[config.mk]
export PLATFORM = sky130hd
export DESIGN_NAME = sqrt_seq
export DESIGN_NICKNAME = d
export VERILOG_FILES = /design/src/rtl/sqrt_pkg.sv /design/src/rtl/sqrt_step.sv /design/src/rtl/sqrt_seq.sv
export SDC_FILE = /design/constraint.sdc
export NUM_CORES = 1
export LEC_CHECK = 0
export ABC_AREA = 1
export CAP_MARGIN = 20
export CORE_MARGIN = 5
export CORE_UTILIZATION = 35
export CTS_CLUSTER_DIAMETER = 150
export DETAILED_ROUTE_END_ITERATION = 8
export PLACE_DENSITY_LB_ADDON = 0.2
export SETUP_SLACK_MARGIN = 0.05
export SKIP_LAST_GASP = 1
export SYNTH_ARGS = -nofsm -noshare
export SYNTH_HDL_FRONTEND = slang
export SYNTH_SLANG_ARGS = --single-unit
[constraint.sdc]
create_clock -name clk -period 3.03 [get_ports clk]
set_clock_uncertainty 0.15 [all_clocks]
set_input_delay 0.606 -clock clk [delete_from_list [all_inputs] [get_ports clk]]
set_output_delay 0.606 -clock clk [all_outputs]
set_load 0.01 [all_outputs]
[src/rtl/sqrt_pkg.sv]
// Shared types for the sequential integer square root.
// State encoding and remainder width helper.
package sqrt_pkg;

    typedef enum logic [1:0] {
        IDLE = 2'd0,
        CALC = 2'd1,
        DONE = 2'd2
    } state_t;

    function automatic int rem_w(input int asize);
        return asize / 2 + 1;
    endfunction

endpackage

[src/rtl/sqrt_step.sv]
// One restoring square-root iteration: tries bit i of the root
// and subtracts its contribution from the partial remainder.
module sqrt_step #(
    parameter int ASIZE = 8,
    localparam int N = ASIZE / 2,
    localparam int IW = $clog2(N)
) (
    input  logic [N-1:0]     v,
    input  logic [ASIZE-1:0] r,
    input  logic [IW-1:0]    i,
    output logic [N-1:0]     v_nxt,
    output logic [ASIZE-1:0] r_nxt
);

    logic [ASIZE-1:0] tt;
    logic [IW:0]      sh_v;
    logic [IW:0]      sh_b;

    always_comb begin
        sh_v  = {1'b0, i} + 1'b1;
        sh_b  = {i, 1'b0};
        // (2v + 2^i) * 2^i, the growth of v^2 when bit i is set
        tt    = (ASIZE'(v) << sh_v) | (ASIZE'(1) << sh_b);
        v_nxt = v;
        r_nxt = r;
        if (tt <= r) begin
            v_nxt = v | (N'(1) << i);
            r_nxt = r - tt;
        end
    end

endmodule

[src/rtl/sqrt_seq.sv]
// Sequential integer square root, one root bit per cycle,
// valid/ready on both sides, optional round-to-nearest.
module sqrt_seq
    import sqrt_pkg::*;
#(
    parameter int ASIZE = 8,
    parameter int ROUND = 0,
    localparam int N = ASIZE / 2,
    localparam int RW = rem_w(ASIZE)
) (
    input  logic             clk,
    input  logic             rst,
    input  logic             in_valid,
    output logic             in_ready,
    input  logic [ASIZE-1:0] a,
    output logic             out_valid,
    input  logic             out_ready,
    output logic [N-1:0]     z,
    output logic [RW-1:0]    rem
);

    localparam int IW = $clog2(N);
    localparam logic [N-1:0] VMAX = '1;

    state_t           state;
    logic [ASIZE-1:0] r;
    logic [ASIZE-1:0] r_nxt;
    logic [N-1:0]     v;
    logic [N-1:0]     v_nxt;
    logic [IW-1:0]    i;
    logic [N-1:0]     z_fin;

    sqrt_step #(.ASIZE(ASIZE)) u_step (
        .v     (v),
        .r     (r),
        .i     (i),
        .v_nxt (v_nxt),
        .r_nxt (r_nxt)
    );

    // a - v^2 > v means a >= (v + 0.5)^2 for integers
    always_comb begin
        z_fin = v_nxt;
        if (ROUND != 0 && v_nxt != VMAX && r_nxt[N:0] > {1'b0, v_nxt})
            z_fin = v_nxt + 1'b1;
    end

    always_ff @(posedge clk) begin
        if (rst) begin
            state     <= IDLE;
            in_ready  <= 1'b0;
            out_valid <= 1'b0;
            z         <= '0;
            rem       <= '0;
            r         <= '0;
            v         <= '0;
            i         <= '0;
        end else begin
            case (state)
                IDLE: begin
                    in_ready <= 1'b1;
                    if (in_valid && in_ready) begin
                        r        <= a;
                        v        <= '0;
                        i        <= IW'(N - 1);
                        in_ready <= 1'b0;
                        state    <= CALC;
                    end
                end
                CALC: begin
                    v <= v_nxt;
                    r <= r_nxt;
                    if (i == '0) begin
                        z         <= z_fin;
                        rem       <= r_nxt[N:0];
                        out_valid <= 1'b1;
                        state     <= DONE;
                    end else begin
                        i <= i - 1'b1;
                    end
                end
                DONE: begin
                    if (out_ready) begin
                        out_valid <= 1'b0;
                        in_ready  <= 1'b1;
                        state     <= IDLE;
                    end
                end
                default: begin
                    in_ready  <= 1'b0;
                    out_valid <= 1'b0;
                    state     <= IDLE;
                end
            endcase
        end
    end

endmodule

* Word level (Yosys, flattened, before mapping)
Index checks and enable logic that the tools add are counted.
** Word-level totals
- Logic and storage cells :: 57
- Bits in registers :: 27
- Output and inout port bits :: 11
- Bits of input ports :: 12
** Operators by class
- Reductions and logical operators :: 11
- Mux-type cells :: 19
- Bitwise operators :: 4
- $add $sub $neg :: 3
- $lt $le $gt $ge :: 1
- Equality and inequality tests :: 7
- Shifts and indexed selects :: 3
** Operators by type and width (number)
- 8-bit 2-to-1 mux :: 2
- 8-bit one-hot mux with 2 select lines :: 1
- 3-bit AND reduction :: 4
- 2-bit 2-to-1 mux :: 5
- 8-bit less-or-equal comparator :: 1
- 4-bit 2-to-1 mux :: 2
- 2-bit != test, second input constant :: 4
- 8-bit bitwise OR :: 1
- 4-bit one-hot mux with 2 select lines :: 1
- 1-bit by 3-bit left shift with 8-bit output, first input constant :: 1
- 4-bit by 3-bit left shift with 8-bit output :: 1
- 8-bit subtractor :: 1
- 1-bit one-hot mux with 3 select lines :: 2
- 2-bit one-hot mux with 3 select lines :: 1
- 2-bit AND reduction :: 3
- 2-bit zero test :: 2
- 1-bit 2-to-1 mux :: 4
- 4-bit bitwise OR :: 1
- 2-bit one-hot mux with 2 select lines :: 1
- 1-bit by 2-bit left shift with 4-bit output, first input constant :: 1
- 2-bit by 1-bit adder with 3-bit output, second input constant :: 1
- 2-bit by 1-bit == test with 1-bit output, second input constant :: 1
- 2-bit == test, second input constant :: 1
- 2-bit by 1-bit != test with 1-bit output, second input constant :: 1
- 4 further kinds :: 5

* Logic depth before layout (Yosys ltp)
Gate-level depths: netlist of run 1.
- Depth after elaboration :: 6
- Gate-level depth with buffers :: 18
- Mapped depth without buffers :: 17

* Cells and area by module
From an unflattened synthesis of run 1, not the netlist that was laid out.
** Unflattened totals
- Cell total of the unflattened synthesis :: 317
- Area total of the unflattened synthesis :: 1990.7 um2
** By module, submodules not included
- sqrt_seq :: sequential area each 540.5 um2, cells each 173, area an instance 1196.1 um2, instances 1
- sqrt_step :: sequential area each 0.0 um2, cells each 144, area an instance 794.5 um2, instances 1

* Worst setup path before layout of run 1
No wires, ideal clock.
- Path type :: register -> register
- From :: reg i[0]
- To :: reg z[1]
- Data arrival time :: 2635 ps
- Data required time :: 2771 ps
- Path slack :: 137 ps
- Stages on the path, launching flop included :: 16
- Cells stage by stage :: dfxtp_1 -> clkbuf_1 -> inv_1 -> ha_1 -> inv_1 -> mux2i_1 -> nand2_1 -> ha_1 -> nand2_2 -> inv_1 -> a21oi_4 -> nand3_4 -> a21oi_1 -> nand2_1 -> nand2_1 -> inv_1
** Between the ends
- Longest elaborated chain between the ends :: 5
** RTL lines
- start: declaration :: line sqrt_seq.sv:30 : logic [IW-1:0] i;
- start signal: assignment :: line sqrt_seq.sv:65 : i <= IW'(N - 1);
- start signal: assignment :: line sqrt_seq.sv:79 : i <= i - 1'b1;
- 2-bit by 1-bit adder with 3-bit output :: line sqrt_step.sv:20 : sh_v = {1'b0, i} + 1'b1;
- 4-bit by 3-bit left shift with 8-bit output :: line sqrt_step.sv:23 : tt = (ASIZE'(v) << sh_v) | (ASIZE'(1) << sh_b);
- 8-bit bitwise OR :: line sqrt_step.sv:23
- 8-bit less-or-equal comparator :: line sqrt_step.sv:26 : if (tt <= r) begin
- 4-bit 2-to-1 mux :: line sqrt_step.sv:26
- end signal: assignment :: line sqrt_seq.sv:74 : z <= z_fin;
- end: declaration :: line sqrt_seq.sv:18 : output logic [N-1:0] z,
Several ways; a longest one is shown, not always the timed one.
A chain may end at the register's enable or synchronous reset.

* Worst setup path after layout of run 1
- From :: reg i[1]
- To :: reg z[2]
Same word-level chain as after synthesis.

==> results of run 1 <==
[final cells by class]
type,count,area [µm²]
clock buffer,3,41.3
clock inverter,1,7.51
fill,601,3140
inverter,59,229
multi-input combinational,214,1240
sequential,27,542
tap,72,90.1
timing repair buffer,27,258
[sequential cells by signal, summed over array words and instances, names as in the netlist]
register   cells
r              8
rem            5
v              4
z              4
i              2
state          2
in_ready       1
out_valid      1
[logic make-up after synthesis]
group,synth area share (%)
adders and majority gates,9.13
buffers and inverters,13.4
xor gates and xnor gates,0.876
AOI/OAI and AO/OA,12.4
and+or+nand+nor,36.6
DFF,27.0
muxes,0.500
[layer usage]
metal,routed length [µm],vias up
li1,-,1020
met1,2400,860
met2,2260,32
met3,157,8
met4,85,0
met5,0,-
[metrics by stage]
stage | power, mW | instances
global route | 1.83 | 403
detailed placement | 1.38 | 397
CTS | 1.61 | 401
global placement | 1.38 | 397
finish | 1.67 | 403
floorplan | 1.15 | 304
[path summary, 6_finish.rpt]
| check | startpoint | to | slack [ns] |
|---|---|---|---|
| max | i[1] | z[2] | 0.25 |
| min | out_valid | out_valid | 0.32 |
| max reg2reg | i[1] | z[2] | 0.25 |
| min reg2reg | out_valid | out_valid | 0.32 |
[report_power, final]
group / switching [mW] / internal (mW)
clock: 0.130 / 0.0937
combinational: 0.627 / 0.380
sequential: 0.0352 / 0.401
[timing repair]
item / CTS / global route
setup buffers: 0 / 1
endpoints found under the setup margin: 0 / 21
gates resized for setup: 0 / 9
[cells in the final DEF, fill, tap and decap left out, types with 2 or more instances in the layout]
cell type        Yosys  final
nand2_1             80     80
inv_1               54     54
nand3_1             28     27
dfxtp_1             27     26
nor2_1              22     22
clkdlybuf4s50_1      0     22
a21oi_1             16     12
ha_1                13     12
nor3_1              10     10
o21ai_0              9      9
o21a_1               9      9
buf_4                1      5
a21oi_2              0      4
inv_2                3      3
nand3_2              1      3
clkbuf_8             0      3
o21ai_1              2      2
nand2_2              2      2
nand2_4              2      2
nand3b_1             2      2
nand4_1              2      2
xnor2_1              2      2
[synth_stat cells (all sizes together)]
master / count / area [µm²]
or2: 1 / 6.26
nand4: 2 / 12.5
xnor2: 2 / 17.5
o211ai: 1 / 7.51
inv: 59 / 229
ha: 13 / 163
o21ai: 11 / 55.1
fa: 1 / 20.0
buf: 3 / 32.5
a221oi: 1 / 15.0
nand3: 30 / 168
clkbuf: 2 / 7.51
nand2: 85 / 355
nor4: 1 / 6.26
mux2i: 1 / 10.0
dfxtp: 27 / 541
o22ai: 1 / 6.26
o21a: 9 / 67.6
nor2: 25 / 120
a21oi: 17 / 96.4
nor3: 10 / 50.1
nand3b: 2 / 15.0
[worst min-delay path: cells and delay by family, from the launching register on]
| kind | cells | cell delay (ns) |
|---|---|---|
| AO/OA/AOI/OAI | 1 | 0.05 |
| flip-flops | 1 | 0.32 |
| AND/OR/NAND/NOR | 1 | 0.06 |
==> flow_summary.yaml, run 1 <==
critical_path:
  cp.arrival_ns: 2.83
  cp_cell_sequence: "inv_1 > ha_4 > inv_1 > mux2i_2 > nand2_1 > ha_1 > nand2_1 > nand2_1 > inv_1 > nand2_1 > nand2_1 > nand3_2 > a21oi_2 > nand2_1 > nand2_1 > inv_1"
  end_kind: "flop"
  path_buf_inv: 4
  cp-start-kind: "flop"
  crit_type: "flop to flop"
  r2r_cells: 16
  cp_max_fo: 7
  worstPathRequired_ns: 3.07
  cp_num_cells: 16
  crit_top_cell: "nand2_1"
  crit_family: "simple AND/OR/NAND/NOR gates"
  critPathSlowestCell: "dfxtp_2"
  cpPeakStageDelay_ns: 0.35
clock_network:
  clkTransAtPathRegs_ns: 0.11
  tritoncts: "built"
  cts.path.max_buffers: 2
  clk_latency_ns: 0.28
  cts_buffers: 3
  htree_levels: 1
  holdBufCountCts: 0
  clock_sinks: 27
  cts_root_buf: "clkbuf_8"
status:
  outcome: "completed"
place:
  dpl_cell_area_um2: 2300
  place_ws_ns: 0.147
  port_buffers: 22
  gp_congestion: 0.933
  place_hpwl_mm: 3.73
grt:
  overflow: 0
  grt_usage_pct: 13.9
  gr-usage-met3_pct: 2.11
  grt_pass1_vias: 1914
  grt-busiest-layer: "met2"
  grt.met2_usage_pct: 23.7
  met1_usage_pct: 17.4
  antenna_found_initial: 0
  grt_max_degree: 19
  grt_pass1_wl_mm: 8.41
timing:
  max_slew_margin_pct: 63.1
  rsz0062_at_grt: "no"
  worst_slack_ns: 0.248
  hold_viol: 0
  fin_tns_setup_ns: 0
  tightest_slew_ns: 0.552
  holdWs_ns: 0.320
  timing.final.crit_share_pct: 91.8
  finalSetupViolCount: 0
  drv_slew: 0
  fin_crit_ns: 2.78
  timing.fmax_mhz: 359
power:
  leakage_nw: 1.17
  power_density_nw_per_um2: 693
  irDropWorstVdd_v: 0.000234
die:
  ioPinCount: 23
  core_um2: 5540
  die_w_um: 85.6
  start_util_pct: 36.1
  fp.dieH_um: 85.6
  rows: 27
  die-area_um2: 7330
hold_path:
  hold_class: "flop to flop"
  worstHoldPathCells: 2
yosys:
  synth_nets: 330
  synth_warnings: 0
  synth_seq_cells: 27
  syn_avg_cell_area_um2: 6.58
  ys_seq_area_share_pct: 27.0
  synth_area_um2: 2000
  ys_types: 37
  synthCells: 304
detailed_routing:
  drcViolationCount: 0
  drt_iter0_markers: 106
  drtAntennaViolNets: 0
  vias: 1920
  avgRoutedWirePerCell_um: 12.2
  routed_wl_mm: 4.91
  dr.pass1.iters: 5
  vias_per_cell: 4.76
cells_and_area:
  antenna_cells: 0
  fin_nets: 358
  utilization_pct: 43.4
  drive_gt1_share_pct: 10.9
  final_area_um2: 2400
  synthToLayoutAreaGrowth_pct: 20.2
run:
  cap_violations: 0
No activity file was read; power rests on OpenSTA's default activity.
==> run 2: changes to the inputs <==
ABC_CLOCK_PERIOD_IN_PS = 3030   (was default)
==> results of run 2 <==
Same layout as run 1: the final DEF is identical, and so are final timing and power.
